## src/rtl/matrix_pkg.sv

```systemverilog
// Shared constants and helpers for the LED matrix column scanner and row driver.
// Column-to-group mirroring lives here so both sides agree on the mapping.
package matrix_pkg;

  localparam int DEFAULT_COLS = 5;

  typedef enum logic {
    ST_PAUSED = 1'b0,
    ST_RUN    = 1'b1
  } scan_state_e;

  function automatic int groups_f(input int cols);
    return (cols + 1) / 2;
  endfunction

  // Never returns less than 1 so a two-entry range still gets a real bit.
  function automatic int clog2_f(input int n);
    int w;
    w = 1;
    while ((1 << w) < n) w++;
    return w;
  endfunction

  function automatic int mirror_f(input int p, input int cols);
    return (p < (cols - 1 - p)) ? p : (cols - 1 - p);
  endfunction

endpackage

```

## src/rtl/matrix_column_scanner_if.sv

```systemverilog
// Scanner-to-row-driver bundle: run/pause control in, column drive and strobes out.
interface matrix_column_scanner_if
  import matrix_pkg::*;
#(
  parameter int COLS = DEFAULT_COLS
);

  localparam int GROUPS = groups_f(COLS);
  localparam int IDX_W  = clog2_f(COLS);

  logic              enable;
  logic [COLS-1:0]   col_onehot;
  logic [GROUPS-1:0] col_group;
  logic [IDX_W-1:0]  col_index;
  logic              row_load;
  logic              frame_start;

  modport master (
    input  enable,
    output col_onehot,
    output col_group,
    output col_index,
    output row_load,
    output frame_start
  );

  modport slave (
    output enable,
    input  col_onehot,
    input  col_group,
    input  col_index,
    input  row_load,
    input  frame_start
  );

endinterface

```

## src/rtl/matrix_dwell_timer.sv

```systemverilog
// Counts 0..DWELL-1 within one column; clear wins over hold, wrap is explicit.
module matrix_dwell_timer
  import matrix_pkg::*;
#(
  parameter int DWELL = 4,
  localparam int W    = clog2_f(DWELL)
) (
  input  logic         clock,
  input  logic         reset,
  input  logic         clear,
  input  logic         hold,
  output logic [W-1:0] count,
  output logic         tc
);

  logic [W-1:0] count_q;
  logic [W-1:0] count_d;

  assign tc    = (count_q == W'(DWELL - 1));
  assign count = count_q;

  always_comb begin
    count_d = count_q;
    if (clear) begin
      count_d = '0;
    end else if (!hold) begin
      count_d = tc ? '0 : count_q + 1'b1;
    end
  end

  always_ff @(posedge clock) begin
    if (reset) begin
      count_q <= '0;
    end else begin
      count_q <= count_d;
    end
  end

endmodule

```

## src/rtl/matrix_column_scanner.sv

```systemverilog
// Column scan driver: walks pos through COLS columns, blanking the first BLANK
// clocks of each DWELL-clock column; all outputs are decoded from registers only.
module matrix_column_scanner
  import matrix_pkg::*;
#(
  parameter int COLS       = DEFAULT_COLS,
  parameter int DWELL      = 4,
  parameter int BLANK      = 1,
  parameter int ACTIVE_LOW = 0
) (
  input  logic                   clock,
  input  logic                   reset,
  matrix_column_scanner_if.master bus
);

  localparam int GROUPS = groups_f(COLS);
  localparam int IDX_W  = clog2_f(COLS);
  localparam int DW_W   = clog2_f(DWELL);

  scan_state_e       state_q;
  scan_state_e       state_d;
  logic [IDX_W-1:0]  pos_q;
  logic [IDX_W-1:0]  pos_d;
  logic [DW_W-1:0]   dwell;
  logic              dwell_tc;
  logic              dwell_clear;
  logic              dwell_hold;

  matrix_dwell_timer #(
    .DWELL (DWELL)
  ) u_dwell_timer (
    .clock (clock),
    .reset (reset),
    .clear (dwell_clear),
    .hold  (dwell_hold),
    .count (dwell),
    .tc    (dwell_tc)
  );

  // Resuming from pause restarts the column at its blank phase, keeping pos.
  always_comb begin
    state_d     = state_q;
    pos_d       = pos_q;
    dwell_clear = 1'b0;
    dwell_hold  = 1'b1;
    case (state_q)
      ST_PAUSED: begin
        if (bus.enable) begin
          state_d     = ST_RUN;
          dwell_clear = 1'b1;
        end
      end
      ST_RUN: begin
        if (!bus.enable) begin
          state_d = ST_PAUSED;
        end else begin
          dwell_hold = 1'b0;
          if (dwell_tc) begin
            pos_d = (pos_q == IDX_W'(COLS - 1)) ? '0 : pos_q + 1'b1;
          end
        end
      end
      default: state_d = ST_PAUSED;
    endcase
  end

  always_ff @(posedge clock) begin
    if (reset) begin
      state_q <= ST_PAUSED;
      pos_q   <= '0;
    end else begin
      state_q <= state_d;
      pos_q   <= pos_d;
    end
  end

  logic              running;
  logic              drive_on;
  logic [COLS-1:0]   onehot_raw;
  logic [GROUPS-1:0] group_raw;
  int                grp_idx;

  assign running  = (state_q == ST_RUN);
  assign drive_on = running && (dwell >= DW_W'(BLANK));
  assign grp_idx  = mirror_f(int'(pos_q), COLS);

  genvar gi;
  generate
    for (gi = 0; gi < COLS; gi++) begin : g_col
      assign onehot_raw[gi] = drive_on && (pos_q == IDX_W'(gi));
    end
    for (gi = 0; gi < GROUPS; gi++) begin : g_grp
      assign group_raw[gi] = drive_on && (grp_idx == gi);
    end
  endgenerate

  assign bus.col_onehot  = (ACTIVE_LOW != 0) ? ~onehot_raw : onehot_raw;
  assign bus.col_group   = (ACTIVE_LOW != 0) ? ~group_raw : group_raw;
  assign bus.col_index   = pos_q;
  assign bus.row_load    = running && (dwell == '0);
  assign bus.frame_start = running && (dwell == '0) && (pos_q == '0);

endmodule

```

## src/flat_wrapper.sv

```systemverilog
// flat-port wrapper written by rule: the top's interface ports become plain ports
module matrix_column_scanner_flat import matrix_pkg::*;
#(
  parameter int COLS       = DEFAULT_COLS,
  parameter int DWELL      = 4,
  parameter int BLANK      = 1,
  parameter int ACTIVE_LOW = 0
)
  (clock, reset, bus_enable, bus_col_onehot, bus_col_group, bus_col_index, bus_row_load, bus_frame_start);
  matrix_column_scanner_if #(.COLS(COLS)) bus_i ();
  input  logic clock;
  input  logic reset;
  input wire logic [$bits(bus_i.enable)-1:0] bus_enable;
  output wire logic [$bits(bus_i.col_onehot)-1:0] bus_col_onehot;
  output wire logic [$bits(bus_i.col_group)-1:0] bus_col_group;
  output wire logic [$bits(bus_i.col_index)-1:0] bus_col_index;
  output wire logic [$bits(bus_i.row_load)-1:0] bus_row_load;
  output wire logic [$bits(bus_i.frame_start)-1:0] bus_frame_start;
  assign bus_i.enable = bus_enable;
  assign bus_col_onehot = bus_i.col_onehot;
  assign bus_col_group = bus_i.col_group;
  assign bus_col_index = bus_i.col_index;
  assign bus_row_load = bus_i.row_load;
  assign bus_frame_start = bus_i.frame_start;
  matrix_column_scanner #(.COLS(COLS), .DWELL(DWELL), .BLANK(BLANK), .ACTIVE_LOW(ACTIVE_LOW)) u_core (.clock(clock), .reset(reset), .bus(bus_i));
endmodule
```

## config.mk

```make
export PLATFORM = sky130hd
export DESIGN_NAME = matrix_column_scanner_flat
export DESIGN_NICKNAME = d
export VERILOG_FILES = /design/src/rtl/matrix_pkg.sv /design/src/rtl/matrix_column_scanner_if.sv /design/src/rtl/matrix_dwell_timer.sv /design/src/rtl/matrix_column_scanner.sv /design/src/flat_wrapper.sv
export SDC_FILE = /design/constraint.sdc
export NUM_CORES = 1
export LEC_CHECK = 0
export ABC_AREA = 1
export CAP_MARGIN = 30
export CORE_MARGIN = 2
export CORE_UTILIZATION = 30
export DETAILED_ROUTE_END_ITERATION = 6
export SETUP_SLACK_MARGIN = 0.15
export SYNTH_ARGS = -nofsm -noshare
export SYNTH_HDL_FRONTEND = slang
export SYNTH_SLANG_ARGS = --single-unit
```

## constraint.sdc

```tcl
create_clock -name clock -period 4.8 [get_ports clock]
set_input_delay 1.44 -clock clock [delete_from_list [all_inputs] [get_ports clock]]
set_output_delay 1.44 -clock clock [all_outputs]
set_load 0.05 [all_outputs]
```

Word level (Yosys, flattened, before mapping)
Index checks and enable logic that the tools add are counted.
- flip-flop bits (word level): 6
- word-level logic and storage cells: 38
- output and inout port bits: 13
- input port bits: 3
- reductions and logical operators: 16
- $add $sub $neg: 3
- magnitude comparators: 2
- muxes and demuxes: 7
- eq/ne operators: 7
- operators with widths (cell ; count):
    32-bit by 2-bit == test with 1-bit output (second input constant) ; 1
    32-bit by 3-bit == test with 1-bit output (second input constant) ; 1
    32-bit zero test ; 1
    4-bit by 32-bit less-than comparator with 1-bit output ; 1
    32-bit 2-to-1 mux ; 1
    1-bit logical AND ; 11
    3-bit by 2-bit == test with 1-bit output (second input constant) ; 2
    1-bit 2-to-1 mux ; 4
    3-bit by 3-bit subtractor with 4-bit output (first input constant) ; 1
    3-bit by 1-bit adder with 3-bit output (second input constant) ; 1
    3-bit by 1-bit == test with 1-bit output (second input constant) ; 1
    3-bit == test (second input constant) ; 1
    3-bit zero test ; 1
    3-bit 2-to-1 mux ; 1
    3-bit AND reduction ; 1
    2-bit by 1-bit adder with 2-bit output (second input constant) ; 1
    2-bit == test (second input constant) ; 1
    2-bit by 1-bit greater-or-equal comparator with 1-bit output (second input constant) ; 1
    2-bit zero test ; 1
    2-bit 2-to-1 mux ; 1
    2-bit OR reduction ; 1

Logic depth before layout (Yosys ltp)
Gate-level depths: netlist (run 1).
- depth after elaboration: 5
- depth in mapped cells: 8
- gate-level depth less buffers: 8

Modules after synthesis
Synthesis (run 1) repeated with hierarchy kept, for this count alone.
- cells, all modules: 74
- area, all modules: 474.2 um2
- by module, submodules not included (module ; area an instance (um2) ; seq. area each (um2) ; cells an instance ; instances):
    matrix_column_scanner ; 374.1 ; 80.1 ; 59 ; 1
    matrix_dwell_timer ; 100.1 ; 40.0 ; 15 ; 1

Worst setup path after synthesis (run 1)
OpenSTA, ideal clock, no wires.
- path kind: register to output
- from: register u_core.pos_q[0], in the netlist u_core.bus.col_index[0]
- to: output bus_col_group[1]
- buffers on the path: 0
- stages on the path, launching flop included: 9
- data arrival time: 2364 ps
- data required time: 3360 ps
- setup slack: 996 ps
- path through: dfxtp_1 -> inv_1 -> ha_1 -> ha_1 -> nor2_1 -> nand2_1 -> nand2_1 -> nand2_1 -> nor2_1
- cells in the longest elaborated chain, start to end: 5
- RTL lines (element ; RTL line ; source):
    from (decl) ; matrix_column_scanner.sv:22 ; logic [IDX_W-1:0] pos_q;
    from (signal assigned) ; matrix_column_scanner.sv:73 ; pos_q <= pos_d;
    3-bit by 3-bit subtractor with 4-bit output ; matrix_pkg.sv:25 ; return (p < (cols - 1 - p)) ? p : (cols - 1 - p);
    4-bit by 32-bit less-than comparator with 1-bit output ; matrix_pkg.sv:25 ;
    32-bit 2-to-1 mux (*) ; matrix_pkg.sv:25 ;
    32-bit by 2-bit == test with 1-bit output (*) ; matrix_column_scanner.sv:93 ; assign group_raw[gi] = drive_on && (grp_idx == gi);
    1-bit logical AND (*) ; matrix_column_scanner.sv:93 ;
    to (decl) ; flat_wrapper.sv:15 ; output wire logic [$bits(bus_i.col_group)-1:0] bus_col_group;
Every way passes the cells marked *; elsewhere a longest branch is shown, timed or not.

Worst setup path after layout (run 1)
Same ends and word-level chain as after synthesis.

==> results of run 1 <==
power groups by stage:
stage                     registers, mW  logic (mW)  clock network [mW]
after floorplan                  0.0533      0.0121                   0
after global placement           0.0534      0.0187                   0
after CTS                        0.0525      0.0189              0.0476
after global routing             0.0527      0.0203              0.0488
after detailed placement         0.0534      0.0189                   0
final                            0.0526      0.0187              0.0469
logic make-up after synthesis:
group / synth area share
buf+inv: 0.09388
simple gates: 0.2723
flops: 0.2254
compound gates: 0.1033
fa+ha+maj: 0.3052
synthesized netlist by cell type:
cell type,instances
a21oi_1,2
ha_1,13
nand3_1,3
dfxtp_1,6
a211oi_1,2
o21ai_0,2
a211oi_2,1
nand4_1,2
nor2_1,18
o21bai_1,1
inv_1,12
clkinv_2,1
nand2_1,10
nand2_2,2
worst max-delay path, cell delays in order, from the launching register on:
cell and delay [ns]:
dfxtp_1 0.43, inv_1 0.15, ha_1 0.27, ha_1 0.20
nor2_1 0.17, nand2_1 0.07, nand2_1 0.05, nand2_1 0.05
nor2_1 0.10, clkdlybuf4s50_1 0.80
sequential cells by signal, summed over array words and instances (netlist names):
name	cells
u_core.bus.col_index	3
u_core.running	1
u_core.u_dwell_timer.count	2
placed cells by master (no fill, tap or decap):
| cell type | count |
|---|---|
| nor2_1 | 18 |
| clkbuf_4 | 3 |
| o21bai_1 | 1 |
| nand3_1 | 3 |
| a21oi_1 | 2 |
| clkinv_2 | 1 |
| inv_1 | 12 |
| dfxtp_1 | 6 |
| ha_1 | 13 |
| a211oi_1 | 2 |
| nand4_1 | 2 |
| a211oi_2 | 1 |
| clkdlybuf4s50_1 | 15 |
| nand2_2 | 2 |
| nand2_1 | 10 |
| o21ai_0 | 2 |
worst max-delay path by stage:
stage	startpoint	to	cells after the start
final	u_core.bus.col_index[0]$_SDFFE_PP0P_	bus_col_group[1]	9
after global placement	u_core.bus.col_index[0]$_SDFFE_PP0P_	bus_col_group[1]	9
after global routing	u_core.bus.col_index[0]$_SDFFE_PP0P_	bus_col_group[1]	9
after floorplan	u_core.bus.col_index[0]$_SDFFE_PP0P_	bus_col_group[1]	8
after detailed placement	u_core.bus.col_index[0]$_SDFFE_PP0P_	bus_col_group[1]	9
after CTS	u_core.bus.col_index[0]$_SDFFE_PP0P_	bus_col_group[1]	9
metal layers:
layer	wire length [µm]	track usage	vias to the layer above	part of all wire
met2	453	0.1694	13	0.44
met1	499	0.1221	214	0.48
met3	38	0.01569	4	0.037
met5	0	0	-	0
met4	38	0.1029	0	0.037
li1	-	-	274	-
final cells by class:
class	count	area (µm²)
Multi-Input combinational cell	56	362.8
Clock buffer	3	22.52
Timing Repair Buffer	15	150.1
Inverter	13	50.05
Tap cell	17	21.27
Fill cell	167	962.2
Sequential cell	6	120.1
==> flow_metrics.py, run 1 <==
metrics = {
    "routing": {
        "avgViaCountPerCell": 4.591,
        "wl_per_cell_um": 9.364,
        "first_pass_iters": 2,
        "vias": 505,
        "drt-total-wl_um": 1030,
        "drtAntennaViolNets": 0,
        "drc": 0,
        "drt_iter0_markers": 7,
    },
    "finish": {
        "drive_above_1_share": 0.07527,
        "syn_to_final_growth_pct": 36.38,
        "post-route-util": 0.4304,
        "final_cells": 110,
        "nets": 111,
        "fin_area_um2": 726.9,
        "n_antenna_cell": 0,
    },
    "sta": {
        "timing.fmax_mhz": 250.5,
        "fin_crit_sh": 0.8316,
        "setup_viol": 0,
        "drv_slew": 0,
        "slew_headroom": 0.6683,
        "tightest_slew_ns": 0.4960,
        "hold_slack_ns": 0.5242,
        "postLayoutSetupSlackWorst_ns": 0.8081,
        "tns_ns": 0,
        "rsz0062_at_grt": "false",
        "hold_viol": 0,
        "period_minus_slack_ns": 3.992,
        "worst_clock_skew_ns": 0.001225,
    },
    "placement": {
        "pre_cts_ws_ns": 1.053,
        "place_congestion": 0.7273,
        "dp_hpwl_um": 853.2,
        "io_buffers": 15,
        "placed_cell_area_um2": 704.4,
        "place_inst": 107,
    },
    "pwr": {
        "p_per_area_mw_per_mm2": 162.5,
        "seq_power_share": 0.445,
        "vdd_ir_drop_max_mv": 0.09514,
        "power.switching_mw": 0.03183,
        "switching_share": 0.2694,
        "power.internal_mw": 0.08633,
        "p_total_mw": 0.1182,
        "p_comb_frac": 0.159,
        "p_leak_nw": 0.3479,
        "p_clk_frac": 0.397,
    },
    "critical_path": {
        "r2r-start": "u_core.bus.col_index[0]$_SDFFE_PP0P_",
        "cp-start-kind": "flop",
        "ff2ff_path_depth": 6,
        "required_ns": 3.36,
        "crit_fanout": 7,
        "worstSetupEndpointType": "primary output",
        "timing.rr.end": "u_core.bus.col_index[0]$_SDFFE_PP0P_",
        "arrival_ns": 2.55,
        "worstSetupPathType": "flop to primary output",
        "rrSetupSlack_ns": 3.30,
    },
    "cts": {
        "cts_tree": "built",
        "cts_max_level": 1,
        "cts_root_buf": "clkbuf_4",
        "postCtsSetupBuffers": 0,
        "clockBufferDepth": 2,
        "cts_hold_buf": 0,
        "worstSkewPairLatency_ns": 0.25,
        "cts_resized": 0,
        "cts.sinks": 6,
        "cts_inserted_buffers": 3,
        "cts.clk_slew.worst_paths_ns": 0.04,
    },
    "die": {
        "dieArea_mm2": 0.002130,
        "chipWidth_um": 46.15,
        "io_pins": 16,
        "fp-row-count": 15,
        "core-area_mm2": 0.001689,
        "initial_core_util": 0.3156,
        "die_height_um": 46.15,
    },
    "yosys": {
        "synth.cell_area_um2": 533.0,
        "yosysTopAreaCell": "ha_1",
        "synth-seq-area-share": 0.2254,
        "yosys_warnings": 0,
        "synth-seq-cells": 6,
        "synth.distinct_cells": 14,
        "synth_top_area_share": 0.3052,
        "postSynthCellCount": 75,
        "ys_top_cells_by_area": "ha_1 31%, dfxtp_1 23%, nor2_1 13%",
        "synth_nets": 91,
        "synth.avg_cell_area_um2": 7.107,
    },
    "worst_hold_path": {
        "hold_path_class": "flop to flop",
        "holdPathEnd": "u_core.u_dwell_timer.count[1]$_SDFFE_PP0N_",
        "hp-start": "u_core.u_dwell_timer.count[1]$_SDFFE_PP0N_",
        "min_path_cells": 2,
    },
    "grt": {
        "grt_pass1_wl_um": 1587,
        "grt_pass1_vias": 390,
        "antenna_found_initial": 0,
        "grt_start_max_net_pins": 8,
        "overflow": 0,
        "grt_usage": 0.1079,
    },
    "flow_run": {
        "drv_cap": 0,
    },
    "run_status": {
        "status": "finished clean",
    },
}
No activity file was read; power rests on OpenSTA's default activity.
==> run 2: changes to the inputs <==
clock period = 4 ns   (was 4.8 ns; I/O delays follow)
==> flow_metrics.py, run 2 (synthesized netlist as in run 1, its figures left out) <==
metrics = {
    "sta": {
        "rsz0062_at_grt": "false",
        "timing.fmax_mhz": 288.4,
        "setup_viol": 0,
        "tns_ns": 0,
        "worst_clock_skew_ns": 0.002302,
        "hold_viol": 0,
        "fin_crit_sh": 0.8668,
        "drv_slew": 0,
        "hold_slack_ns": 0.5214,
        "period_minus_slack_ns": 3.467,
        "slew_headroom": 0.6603,
        "tightest_slew_ns": 0.5087,
    },
    "grt": {
        "grt_pass1_vias": 421,
        "grt_pass1_wl_um": 1662,
        "antenna_found_initial": 0,
        "overflow": 0,
        "grt_usage": 0.1117,
        "grt_start_max_net_pins": 8,
    },
    "cts": {
        "cts_max_level": 1,
        "cts.sinks": 6,
        "clockBufferDepth": 2,
        "cts.clk_slew.worst_paths_ns": 0.04,
        "cts_root_buf": "clkbuf_4",
        "cts_inserted_buffers": 3,
        "cts_tree": "built",
        "worstSkewPairLatency_ns": 0.25,
    },
    "finish": {
        "final_cell_mix": "18 x nor2_1, 13 x ha_1, 13 x clkdlybuf4s50_1, 12 x inv_1, 10 x nand2_1",
        "largest_register_ffs": 3,
        "nets": 111,
        "post-route-util": 0.4333,
        "n_antenna_cell": 0,
        "syn_to_final_growth_pct": 37.32,
        "final_cells": 110,
        "layout_commonest_cell": "nor2_1",
        "drive_above_1_share": 0.07527,
    },
    "routing": {
        "avgViaCountPerCell": 4.609,
        "drt-total-wl_um": 1053,
        "first_pass_iters": 2,
        "wl_per_cell_um": 9.573,
        "drtAntennaViolNets": 0,
        "vias": 507,
        "drt_iter0_markers": 2,
        "drc": 0,
    },
    "placement": {
        "io_buffers": 15,
        "place_inst": 107,
        "dp_hpwl_um": 846.1,
        "place_congestion": 0.7265,
    },
    "critical_path": {
        "required_ns": 2.80,
        "worstSetupPathType": "flop to primary output",
        "crit_fanout": 7,
        "cp-start-kind": "flop",
        "arrival_ns": 2.27,
        "worstSetupEndpointType": "primary output",
    },
    "worst_hold_path": {
        "hold_path_class": "flop to flop",
    },
    "die": {
        "dieArea_mm2": 0.002130,
        "die_height_um": 46.15,
        "chipWidth_um": 46.15,
        "initial_core_util": 0.3156,
        "core-area_mm2": 0.001689,
        "io_pins": 16,
        "fp-row-count": 15,
    },
    "pwr": {
        "vdd_ir_drop_max_mv": 0.1017,
        "p_per_area_mw_per_mm2": 193.2,
        "p_total_mw": 0.1414,
        "p_leak_nw": 0.3854,
    },
    "flow_run": {
        "drv_cap": 0,
    },
    "run_status": {
        "status": "finished clean",
    },
}
run 2: cell count changes in the layout (fill, tap and decap cells not counted):
cell / previous run / this run
clkdlybuf4s50_1: 15 / 13
dlymetal6s2s_1: 0 / 2
run 2: report_power, final:
| group | total [mW] | internal, mW | switching (mW) |
|---|---|---|---|
| combinational | 0.0225 | 0.00801 | 0.0145 |
| clock | 0.0559 | 0.0339 | 0.0220 |
| sequential | 0.0631 | 0.0616 | 0.00146 |
run 2: cell type report:
cell class	instances	area [µm²]
repair buffers	15	155.1
fillers	173	957.2
multi-input cells	56	362.8
clock buffers	3	22.52
well taps	17	21.27
flip-flops and latches	6	120.1
inverters	13	50.05
run 2: worst max-delay path, stage by stage, from the launching register on:
cell and delay (ns):
dfxtp_1 0.37, inv_1 0.17, ha_1 0.25, ha_1 0.22, inv_1 0.08, nor2_1 0.12
clkdlybuf4s50_1 0.81
run 2: through the flow:
stage / setup WS (ns) / instance area, µm²
after floorplan: 0.4360 / 533.0
after global placement: 0.4860 / 704.4
after detailed placement: 0.4883 / 704.4
after CTS: 0.2203 / 726.9
after global routing: 0.3636 / 732.0
final: 0.5327 / 732.0
run 2: worst paths after layout:
path	slack, ns	start	to	cells past startpoint
setup / recovery	0.53	u_core.bus.col_index[0]$_SDFFE_PP0P_	bus_col_onehot[4]	6
hold / removal	0.52	u_core.u_dwell_timer.count[1]$_SDFFE_PP0N_	u_core.u_dwell_timer.count[1]$_SDFFE_PP0N_	2
setup reg to reg	2.50	u_core.bus.col_index[0]$_SDFFE_PP0P_	u_core.bus.col_index[0]$_SDFFE_PP0P_	6
hold reg to reg	0.52	u_core.u_dwell_timer.count[1]$_SDFFE_PP0N_	u_core.u_dwell_timer.count[1]$_SDFFE_PP0N_	2
run 2: per-layer routing:
layer  up-vias  track usage  wire length (µm)
met2        14       0.1750               465
met3         5      0.02353                34
met5         -            0                 0
li1        272            -                 -
met1       216       0.1308               513
met4         0      0.08571                40
run 2: timing repair:
item	in CTS	in global routing
endpoints found under the hold margin	0	0
gates resized for setup	0	2
setup buffers	0	0
endpoints found under the setup margin	0	2
hold buffers	0	0
